--- src/rtl/bram_sd_sequencer.sv ---
// Backup-RAM save/load sequencer: walks sd_lba over one slot's sectors with one hps_io
// rd/wr handshake per sector, plus dirty-tracked autosave and clean abort on enable drop.
module bram_sd_sequencer #(
  parameter int unsigned SECT_W = 7,
  parameter int unsigned SLOT_W = 2,
  parameter int unsigned LBA_W  = 32,
  parameter int unsigned AUTO_W = 24
) (
  input  logic              clk_sys,
  input  logic              reset_n,
  input  logic              enable,
  input  logic [SLOT_W-1:0] slot,
  input  logic              load_req,
  input  logic              save_req,
  input  logic              auto_en,
  input  logic [AUTO_W-1:0] auto_timeout,
  input  logic              bram_wr_mon,
  input  logic              sd_ack,
  output logic [LBA_W-1:0]  sd_lba,
  output logic              sd_rd,
  output logic              sd_wr,
  output logic              busy,
  output logic              loading,
  output logic              dirty,
  output logic              done,
  output logic              aborted
);

  typedef enum logic [1:0] {S_IDLE, S_REQ, S_XFER} state_t;

  state_t            state;
  logic              old_load, old_save, old_ack;
  logic [AUTO_W-1:0] auto_cnt;
  logic              load_edge, save_edge, ack_rise, ack_fall, auto_fire;
  logic [SECT_W-1:0] sect;

  assign load_edge = load_req & ~old_load;
  assign save_edge = save_req & ~old_save;
  assign ack_rise  = sd_ack & ~old_ack;
  assign ack_fall  = ~sd_ack & old_ack;
  assign sect      = sd_lba[SECT_W-1:0];
  assign auto_fire = (state == S_IDLE) & enable & dirty & auto_en &
                     (auto_timeout != '0) & (auto_cnt == auto_timeout);

  always_ff @(posedge clk_sys or negedge reset_n) begin
    if (!reset_n) begin
      state    <= S_IDLE;
      old_load <= 1'b0;
      old_save <= 1'b0;
      old_ack  <= 1'b0;
      auto_cnt <= '0;
      sd_lba   <= '0;
      sd_rd    <= 1'b0;
      sd_wr    <= 1'b0;
      busy     <= 1'b0;
      loading  <= 1'b0;
      dirty    <= 1'b0;
      done     <= 1'b0;
      aborted  <= 1'b0;
    end else begin
      old_load <= load_req;
      old_save <= save_req;
      old_ack  <= sd_ack;
      done     <= 1'b0;
      aborted  <= 1'b0;

      if (bram_wr_mon && !loading)
        dirty <= 1'b1;

      if (bram_wr_mon || !dirty || auto_fire)
        auto_cnt <= '0;
      else if (state == S_IDLE && auto_en && auto_cnt != '1)
        auto_cnt <= auto_cnt + AUTO_W'(1);

      // Later assignments below override the dirty set above (save start, load end).
      case (state)
        S_IDLE: begin
          if (enable && load_edge) begin
            loading <= 1'b1;
            sd_rd   <= 1'b1;
            sd_lba  <= LBA_W'({slot, {SECT_W{1'b0}}});
            busy    <= 1'b1;
            state   <= S_REQ;
          end else if (enable && (save_edge || auto_fire)) begin
            sd_wr   <= 1'b1;
            dirty   <= 1'b0;
            sd_lba  <= LBA_W'({slot, {SECT_W{1'b0}}});
            busy    <= 1'b1;
            state   <= S_REQ;
          end
        end
        S_REQ: begin
          if (ack_rise) begin
            sd_rd <= 1'b0;
            sd_wr <= 1'b0;
            state <= S_XFER;
          end
        end
        S_XFER: begin
          if (ack_fall) begin
            if ((&sect) || !enable) begin
              state   <= S_IDLE;
              busy    <= 1'b0;
              loading <= 1'b0;
              if (loading)
                dirty <= 1'b0;
              if (&sect)
                done <= 1'b1;
              else
                aborted <= 1'b1;
            end else begin
              sd_lba[SECT_W-1:0] <= sect + SECT_W'(1);
              sd_rd <= loading;
              sd_wr <= ~loading;
              state <= S_REQ;
            end
          end
        end
        default: state <= S_IDLE;
      endcase
    end
  end

endmodule
--- config.mk ---
export PLATFORM = sky130hd
export DESIGN_NAME = bram_sd_sequencer
export DESIGN_NICKNAME = d
export VERILOG_FILES = /design/src/rtl/bram_sd_sequencer.sv
export SDC_FILE = /design/constraint.sdc
export NUM_CORES = 1
export LEC_CHECK = 0
export CORE_MARGIN = 5
export CORE_UTILIZATION = 25
export CTS_CLUSTER_SIZE = 28
export DETAILED_ROUTE_END_ITERATION = 8
export PLACE_DENSITY_LB_ADDON = 0.25
export SLEW_MARGIN = 10
export SYNTH_ARGS = -nofsm -noshare
export SYNTH_HDL_FRONTEND = slang
export SYNTH_SLANG_ARGS = --single-unit
--- constraint.sdc ---
create_clock -name clk_sys -period 2.1 [get_ports clk_sys]
set_input_delay 0.42 -clock clk_sys [delete_from_list [all_inputs] [get_ports clk_sys]]
set_output_delay 0.42 -clock clk_sys [all_outputs]
set_load 0.005 [all_outputs]
==> results of run 1 <==
routing by layer:
layer  track usage [%]  up-vias
met3              2.23       10
met4              3.22        0
li1                  -     1412
met1              16.0     1359
met5                 0        -
met2              21.6       56
final timing paths:
check,end,cells past startpoint
min,auto_cnt[18]$_DFFE_PN0P_,1
max,auto_cnt[22]$_DFFE_PN0P_,9
max in group asynchronous,old_load$_DFF_PN0_,2
min reg2reg,aborted$_DFF_PN0_,1
min in group clk_sys,aborted$_DFF_PN0_,1
max reg2reg,auto_cnt[22]$_DFFE_PN0P_,5
layout make-up:
cell class              instances  area [sq um]  area share, %
inverters                       6          22.5          0.508
multi-input cells             282          1900           42.9
flip-flops and latches         45          1130           25.4
clock inverters                 3          46.3           1.05
repair buffers                106          1000           22.6
well taps                     168           210           4.75
clock buffers                   5           125           2.82
repair_timing:
item,4_1_cts,5_1_grt
endpoints found under the setup margin,36,36
cloned,2,0
buffers inserted,3,1
hold buffers,0,0
pin swaps,10,13
hold endpoints to repair,0,0
gates resized for setup,21,32
power breakdown:
part / internal (W) / switching, W / leakage (nW) / total (W)
clock network: 0.000564 / 0.000362 / 0.0800 / 0.000926
registers: 0.00101 / 0.000166 / 0.583 / 0.00117
logic: 0.000704 / 0.000619 / 1.27 / 0.00132
total: 0.00227 / 0.00115 / 1.93 / 0.00342
synth_stat cells (all sizes together), types with 3 or more instances:
cell,n
nor3,7
a211oi,12
nor2b,3
dfrtp,45
nor4,13
xnor2,12
nor2,32
inv,6
o311ai,4
nand4,9
or4,4
o31ai,4
nand2,20
buf,29
and4,6
a21oi,18
a22oi,3
nand3b,10
or3,6
and2,5
o21ai,18
and3,6
xor2,28
nand3,11
clkbuf,8
logic make-up (layout without fill, tap and decap cells):
| logic type | count (synthesis) | after routing | synth area share [%] |
|---|---|---|---|
| simple gates | 140 | 140 | 26.1 |
| compound gates | 74 | 74 | 16.0 |
| flops | 45 | 45 | 36.1 |
| buf+inv | 43 | 120 | 8.66 |
| xor+xnor | 40 | 40 | 11.2 |
| mux | 3 | 3 | 1.00 |
| fa+ha+maj | 2 | 2 | 0.802 |
| other cells | 1 | 23 | 0.120 |
stage by stage:
step | util [%] | hold WS [ns] | setup TNS, ns | instances | instance area (sq um)
2_1_floorplan | - | 0.124 | 0 | 370 | 3200
3_3_place_gp | 33.4 | 0.413 | -15.19 | 601 | 4050
3_5_place_dp | 33.4 | 0.429 | -16.26 | 601 | 4050
4_1_cts | 35.7 | 0.119 | 0 | 614 | 4320
5_1_grt | 36.6 | 0.133 | -0.624 | 615 | 4430
6_report | 36.6 | 0.108 | 0 | 615 | 4430
==> results.cfg, run 1 <==
[global_route]
grt_antenna_before_repair = 0
grt_max_degree = 30
globalRouteTotalUtil_pct = 12.5
grt_overflow = 0
grt_pass1_vias = 2918
grt_pass1_wl_um = 14800

[synth]
synthTopCellsByArea = dfrtp_1, xor2_1, buf_4
syn-mean-instance-area_sq_um = 8.96
synth_top_cell_by_area = dfrtp_1
syn_inst = 348
synth-async-reset-ratio_pct = 100
yosysWarnings = 0
ys_ff_latch = 45
ys.flop_type = dfrtp_1
synth.distinct_cells = 55
synth_edf_count = 0
synth.yosys.seq_area_share_pct = 36.1
syn_area_sq_um = 3120
yosys.area.top_type_share_pct = 36.1

[floorplanning]
dieWidth_um = 122
chipHeight_um = 122
start_util_pct = 25.8
dieArea_sq_um = 14800
core_area_sq_um = 12100
rows = 40
ioPinCount = 73

[status]
outcome = finished clean

[route]
wirelength_um = 9260
wl_met2_um = 4560
maxUsedRoutingLayer = met4
via_per_inst = 4.61
drt_iter0_drc = 99
met1_length_um = 4290
antenna_left = 0
wl_per_cell_um = 15.1
vias = 2837
dr.pass1.iters = 4
drc = 0
met3_length_um = 299

[critical_path]
worst-path-buf-inv = 4
end_kind = flip-flop
arrival_ns = 2.23
critPathMaxStageDelay_ns = 0.47
r2r_slack_ns = 0.10
critical_path_required_ns = 2.31
cp_cell_sequence = clkdlybuf4s50_1, nor4_2, nand4_1, nor2_1, buf_4, o311ai_4, buf_12, buf_8, a21oi_1
start_kind = input port
critical_path_class = input port to flip-flop
slowest_stage = clkdlybuf4s50_1
r2r_start = auto_cnt[9]$_DFFE_PN0P_
cp_max_fo = 6
startpoint = auto_timeout[12]
path_delay_family = buffers and inverters

[cts]
h-tree-depth = 2
clock_latency_ns = 0.30
root_buffer = clkbuf_16
clk_pin_slew_ns = 0.06
cts_tree = built
cts_sinks = 45
cts_buffer_depth = 2
numCtsBuffers = 5

[layout]
num_antenna_cells = 0
syn_to_final_growth_pct = 42.0
nNetsFinal = 482
nFillCells = 1275
final_common_cell = buf_4
final_cell_mix = buf_4, dfrtp_1, nor2_1
drive_above_1_share_pct = 21.0
largest_register_ff_count = 24
regMostFlops = auto_cnt
reg_top3 = auto_cnt: 24 flops, sd_lba: 9 flops, state: 2 flops

[power]
p_leak_nw = 1.93
power.density_nw_per_um2 = 772
p_total_w = 0.00342
irDropWorstVdd_mv = 0.326

[hold_path]
hold_class = input port to asynchronous set/reset pin

[timing]
max_freq_ghz = 0.496
final.period_utilization_pct = 96.0
setup_slack_ns = 0.0839
slew_violations = 0
min_period_ns = 2.02
slew_headroom_pct = 64.3
worst_slew_pin_slew_ns = 0.535
setup_violations = 0
hold_viol_final = 0
fin_skew_ns = 0.0150

[placement]
gp_congestion = 0.857
pre_cts_slack_ns = -0.485
portBuffers = 49
dp_hpwl_um = 7080

[job]
maxCapViolations = 0
(Power assumes the default switching activity.)
==> run 2, diff against run 1 <==
--- a/config.mk
+++ b/config.mk
@@ -9,7 +9,8 @@
 export CORE_UTILIZATION = 25
 export CTS_CLUSTER_SIZE = 28
 export DETAILED_ROUTE_END_ITERATION = 8
-export PLACE_DENSITY_LB_ADDON = 0.25
+export GPL_ROUTABILITY_DRIVEN = 1
+export PLACE_DENSITY = 0.48
 export SLEW_MARGIN = 10
 export SYNTH_ARGS = -nofsm -noshare
 export SYNTH_HDL_FRONTEND = slang
==> constraint.sdc (replaced) <==
create_clock -name clk_sys -period 2.46 [get_ports clk_sys]
set_input_delay 0.492 -clock clk_sys [delete_from_list [all_inputs] [get_ports clk_sys]]
set_output_delay 0.492 -clock clk_sys [all_outputs]
set_load 0.005 [all_outputs]
==> run 2 against run 1 <==
  * Sequential power fell by 13%
  * Flip-flop and latch count did not move
  * Hold slack improved by 0.20 ns
  * Register-to-register slack improved by 0.11 ns
  * Clock skew fell by 0.0084 ns
  * Critical endpoint is now auto_cnt[2]$_DFFE_PN0P_
  * Count of clock-buffer cells in the layout did not move
  * Die area did not move
  * Critical path depth did not move
  * Wire length fell by 4.6%
  * Clock power fell by 27%
  * Global-route usage fell by 0.37 points
  * Sequential share of layout area rose by 2.4 points
==> results.cfg, run 2 (synthesized netlist as in run 1, its figures left out) <==
[timing]
worst_slew_pin_slew_ns = 0.759
slew_headroom_pct = 48.9
hold_viol_final = 0
slew_violations = 0
tns_ns = 0
final.period_utilization_pct = 95.8
fin_skew_ns = 0.00658
min_period_ns = 2.36
max_freq_ghz = 0.424
setup_violations = 0
rsz0062_at_grt = no

[cts]
clk_pin_slew_ns = 0.06
h-tree-depth = 2
cts_tree = built
numCtsBuffers = 5
post_cts_buffers = 0
cts_sinks = 45
root_buffer = clkbuf_16
clock_latency_ns = 0.29
cts_buffer_depth = 2

[layout]
largest_register_ff_count = 24
nFillCells = 1279
num_antenna_cells = 0
drive_above_1_share_pct = 12.6
regMostFlops = auto_cnt
final_cell_mix = clkdlybuf4s50_1, dfrtp_1, nor2_1
nNetsFinal = 457
multi_input_area_sq_um = 1810
seq_area_sq_um = 1130
syn_to_final_growth_pct = 29.7
design_area_sq_um = 4050
reg_top3 = auto_cnt: 24 flops, sd_lba: 9 flops, state: 2 flops
final_common_cell = clkdlybuf4s50_1

[power]
switching_share_pct = 34.8
p_total_w = 0.00268
power_frac_comb_pct = 36.5
power.density_nw_per_um2 = 661
p_switching_w = 0.000931
irDropWorstVdd_mv = 0.259
internal_power_w = 0.00174
p_clk_share_pct = 25.3
p_leak_nw = 1.63
seqPwrFrac_pct = 38.2

[hold_path]
hold_class = input port to asynchronous set/reset pin

[critical_path]
arrival_ns = 2.55
start_kind = input port
slowest_stage = clkdlybuf4s50_1
cp_cell_sequence = clkdlybuf4s50_1, nor4_1, buf_4, nand4_1, nor2_1, buf_4, o311ai_4, buf_12, nor3_1
critical_path_class = input port to flip-flop
critical_path_required_ns = 2.66
end_kind = flip-flop
path_delay_family = buffers and inverters
critPathMaxStageDelay_ns = 0.50
worst-path-buf-inv = 4
path_common_cell = buf_4
cp_max_fo = 24

[placement]
dp_hpwl_um = 6660
portBuffers = 49
gp_congestion = 0.852
dpl_cell_area_sq_um = 3900

[floorplanning]
start_util_pct = 25.8
rows = 40
chipHeight_um = 122
dieWidth_um = 122
dieArea_sq_um = 14800
core_area_sq_um = 12100
ioPinCount = 73

[global_route]
grt_antenna_before_repair = 0
grt_overflow = 0
grt_pass1_wl_um = 14200
grt_max_degree = 46
grt_pass1_vias = 2724
globalRouteTotalUtil_pct = 12.1

[route]
wl_per_cell_um = 15.0
via_per_inst = 4.74
antenna_left = 0
dr.pass1.iters = 5
wirelength_um = 8830
drt_iter0_drc = 196
vias = 2796
drc = 0

[status]
outcome = finished clean

[job]
maxCapViolations = 0
-- run 2: changes by cell type in the layout (fill, tap and decap cells not counted), moves of 3 or more --
| cell | previous run | this run |
|---|---|---|
| nor4_1 | 6 | 12 |
| dlymetal6s2s_1 | 14 | 0 |
| clkdlybuf4s50_1 | 28 | 48 |
| and4_1 | 3 | 6 |
| buf_4 | 48 | 31 |
| buf_6 | 5 | 0 |
| dlygate4sd2_1 | 6 | 0 |
| nor4_2 | 6 | 0 |
-- run 2: worst register-to-register path, stage by stage, from the launching register on --
cell and delay, ns:
dfrtp_1 0.51, xor2_1 0.22, nor4_1 0.43, nand3_1 0.14, buf_4 0.19, or3_1 0.45
a31oi_1 0.23
-- run 2: what timing repair did --
action / CTS / global route
hold buffers: 0 / 0
endpoints found under the setup margin: 0 / 8
gates resized for setup: 0 / 0
hold endpoints to repair: 0 / 0
-- run 2: worst paths after layout --
kind	from	to	slack, ns	cells after the start
worst max register to register	auto_cnt[7]$_DFFE_PN0P_	state[0]$_DFFE_PN0P_	0.21	6
worst min register to register	sd_lba[8]$_DFFE_PN0P_	sd_lba[8]$_DFFE_PN0P_	0.55	2
worst max-delay path	auto_timeout[1]	auto_cnt[2]$_DFFE_PN0P_	0.10	9
worst min-delay path	reset_n	auto_cnt[20]$_DFFE_PN0P_	0.30	2
min in group clk_sys	sd_lba[8]$_DFFE_PN0P_	sd_lba[8]$_DFFE_PN0P_	0.55	2
max in group asynchronous	reset_n	loading$_DFFE_PN0P_	1.74	2
-- run 2: routing by layer --
layer  wire (um)  global-route usage (%)  share of wire, %
met5           0                       0                 0
met4          75                    2.31              0.85
met3         562                    3.39               6.4
met2        4090                    19.4                46
met1        4110                    16.3                47
-- run 2: stage by stage --
| step | setup slack, ns | hold slack, ns | cells | util, % |
|---|---|---|---|---|
| after floorplan | 0.434 | 0.196 | 370 | - |
| after global placement | -0.166 | 0.538 | 582 | 32.2 |
| after detailed placement | -0.217 | 0.537 | 582 | 32.2 |
| after CTS | 0.0607 | 0.339 | 590 | 33.4 |
| after global routing | 0.0486 | 0.368 | 590 | 33.4 |
| final | 0.103 | 0.303 | 590 | 33.4 |
-- run 2: power by group through the flow --
stage	registers, W	logic [W]	clock network (W)
after floorplan	0.000992	0.000584	0
after global placement	0.00104	0.000980	0
after detailed placement	0.00104	0.000983	0
after CTS	0.00103	0.000990	0.000701
after global routing	0.00105	0.00108	0.000739
final	0.00102	0.000975	0.000677
-- run 2: final cells by class --
cell class / instances / area share (%)
multi-input combinational: 282 / 44.6
inverter: 6 / 0.557
timing repair buffer: 81 / 18.2
clock buffer: 5 / 3.09
tap: 168 / 5.20
sequential: 45 / 27.8
clock inverter: 3 / 0.433
==> run 3, diff against run 2 <==
--- a/config.mk
+++ b/config.mk
@@ -11,6 +11,7 @@
 export DETAILED_ROUTE_END_ITERATION = 8
 export GPL_ROUTABILITY_DRIVEN = 1
 export PLACE_DENSITY = 0.48
+export SETUP_SLACK_MARGIN = 0.05
 export SLEW_MARGIN = 10
 export SYNTH_ARGS = -nofsm -noshare
 export SYNTH_HDL_FRONTEND = slang
==> constraint.sdc (replaced) <==
create_clock -name clk_sys -period 2.9 [get_ports clk_sys]
set_input_delay 0.58 -clock clk_sys [delete_from_list [all_inputs] [get_ports clk_sys]]
set_output_delay 0.58 -clock clk_sys [all_outputs]
set_load 0.005 [all_outputs]
==> run 3 against run 2 <==
  * Cell count is 2.7% lower
  * Count of clock-buffer cells in the layout stayed put
  * Sequential power is 15% lower
  * Critical path type unchanged
  * Highest routed layer unchanged
  * Largest power group unchanged
  * Largest cell class unchanged
  * Sequential share of layout area is 0.85 points higher
  * Critical endpoint is now sd_wr$_DFFE_PN0P_
==> results.cfg, run 3 (synthesized netlist as in run 1, its figures left out) <==
[timing]
hold_viol_final = 0
max_freq_ghz = 0.402
setup_violations = 0
min_period_ns = 2.48
slew_headroom_pct = 44.3
worst_slew_pin_slew_ns = 0.826
fin_skew_ns = 0.00918
slew_violations = 0
final.period_utilization_pct = 85.7
rsz0062_at_grt = no
tns_ns = 0

[cts]
cts_buffer_depth = 2
clock_latency_ns = 0.29
post_cts_buffers = 0
numCtsBuffers = 5
clk_pin_slew_ns = 0.07
h-tree-depth = 2
cts_hold_buffers = 0
cts_tree = built
root_buffer = clkbuf_16
cts_sinks = 45
ctsResizeCount = 0

[route]
dr.pass1.iters = 4
via_per_inst = 4.74
drt_iter0_drc = 170
wl_per_cell_um = 15.4
vias = 2723
wirelength_um = 8830
drc = 0
antenna_left = 0

[floorplanning]
start_util_pct = 25.8
dieArea_sq_um = 14800
rows = 40
core_area_sq_um = 12100
chipHeight_um = 122
dieWidth_um = 122
ioPinCount = 73

[hold_path]
hold_class = input port to asynchronous set/reset pin

[layout]
design_area_sq_um = 3930
nNetsFinal = 441
num_antenna_cells = 0
regMostFlops = auto_cnt
drive_above_1_share_pct = 9.11
largest_register_ff_count = 24
fin_util_pct = 32.4
final_cell_mix = clkdlybuf4s50_1, dfrtp_1, nor2_1
syn_to_final_growth_pct = 25.8
final_common_cell = clkdlybuf4s50_1
reg_top3 = auto_cnt: 24 flops, sd_lba: 9 flops, state: 2 flops

[critical_path]
arrival_ns = 2.68
r2r.worst_path.cells = 7
end_kind = flip-flop
cp_max_fo = 5
critical_path_class = input port to flip-flop
start_kind = input port
critical_path_required_ns = 3.10

[placement]
dp_hpwl_um = 6660
portBuffers = 49
dpl_cell_area_sq_um = 3780
gp_congestion = 0.796

[global_route]
grt_overflow = 0
grt_max_degree = 36
grt_pass1_vias = 2654
globalRouteTotalUtil_pct = 12.2
grt_antenna_before_repair = 0
grt_pass1_wl_um = 14400

[status]
outcome = finished clean

[power]
power.density_nw_per_um2 = 574
p_leak_nw = 1.55
irDropWorstVdd_mv = 0.203

[job]
maxCapViolations = 0
[run 3: cell types whose count changed in the layout (fill, tap and decap cells not counted), sizes merged]
cell	before	now
buf	33	17
[run 3: worst paths after layout]
path	slack [ns]	startpoint	end
hold / removal	0.17	reset_n	auto_cnt[14]$_DFFE_PN0P_
setup / recovery	0.42	auto_en	sd_wr$_DFFE_PN0P_
max in group asynchronous	1.95	reset_n	auto_cnt[3]$_DFFE_PN0P_
setup reg to reg	0.73	sd_lba[0]$_DFFE_PN0P_	sd_lba[3]$_DFFE_PN0P_
hold reg to reg	0.54	sd_lba[8]$_DFFE_PN0P_	sd_lba[8]$_DFFE_PN0P_
min in group clk_sys	0.54	sd_lba[8]$_DFFE_PN0P_	sd_lba[8]$_DFFE_PN0P_
[run 3: metrics by stage]
step                      setup slack (ns)  std cells  total power (W)  hold WS (ns)
after floorplan                      0.792        370          0.00134         0.284
after global placement               0.153        566          0.00170         0.485
after detailed placement             0.136        566          0.00170         0.486
after CTS                            0.433        574          0.00228         0.179
after global routing                 0.268        574          0.00242         0.183
final                                0.415        574          0.00225         0.166
[run 3: critical path, cell delays in order]
cell,delay [ns]
clkdlybuf4s50_1,0.52
or3b_4,0.44
nor4_4,0.31
nand4_2,0.18
or3_1,0.43
a211oi_2,0.22
[run 3: area by class of cell]
type,count,area (sq um)
flip-flops and latches,45,1130
fillers,1261,8190
multi-input cells,282,1810
clock inverters,3,17.5
repair buffers,65,618
clock buffers,5,125
inverters,6,22.5
well taps,168,210
[run 3: routing by layer]
layer	part of all wire [%]	GRT usage (%)
met2	44	18.9
met1	49	17.5
met3	6.1	3.20
met5	0	0
met4	0.62	2.03
[run 3: power by group]
group | switching [W] | internal (W)
sequential | 0.000140 | 0.000728
combinational | 0.000392 | 0.000430
clock | 0.000246 | 0.000316
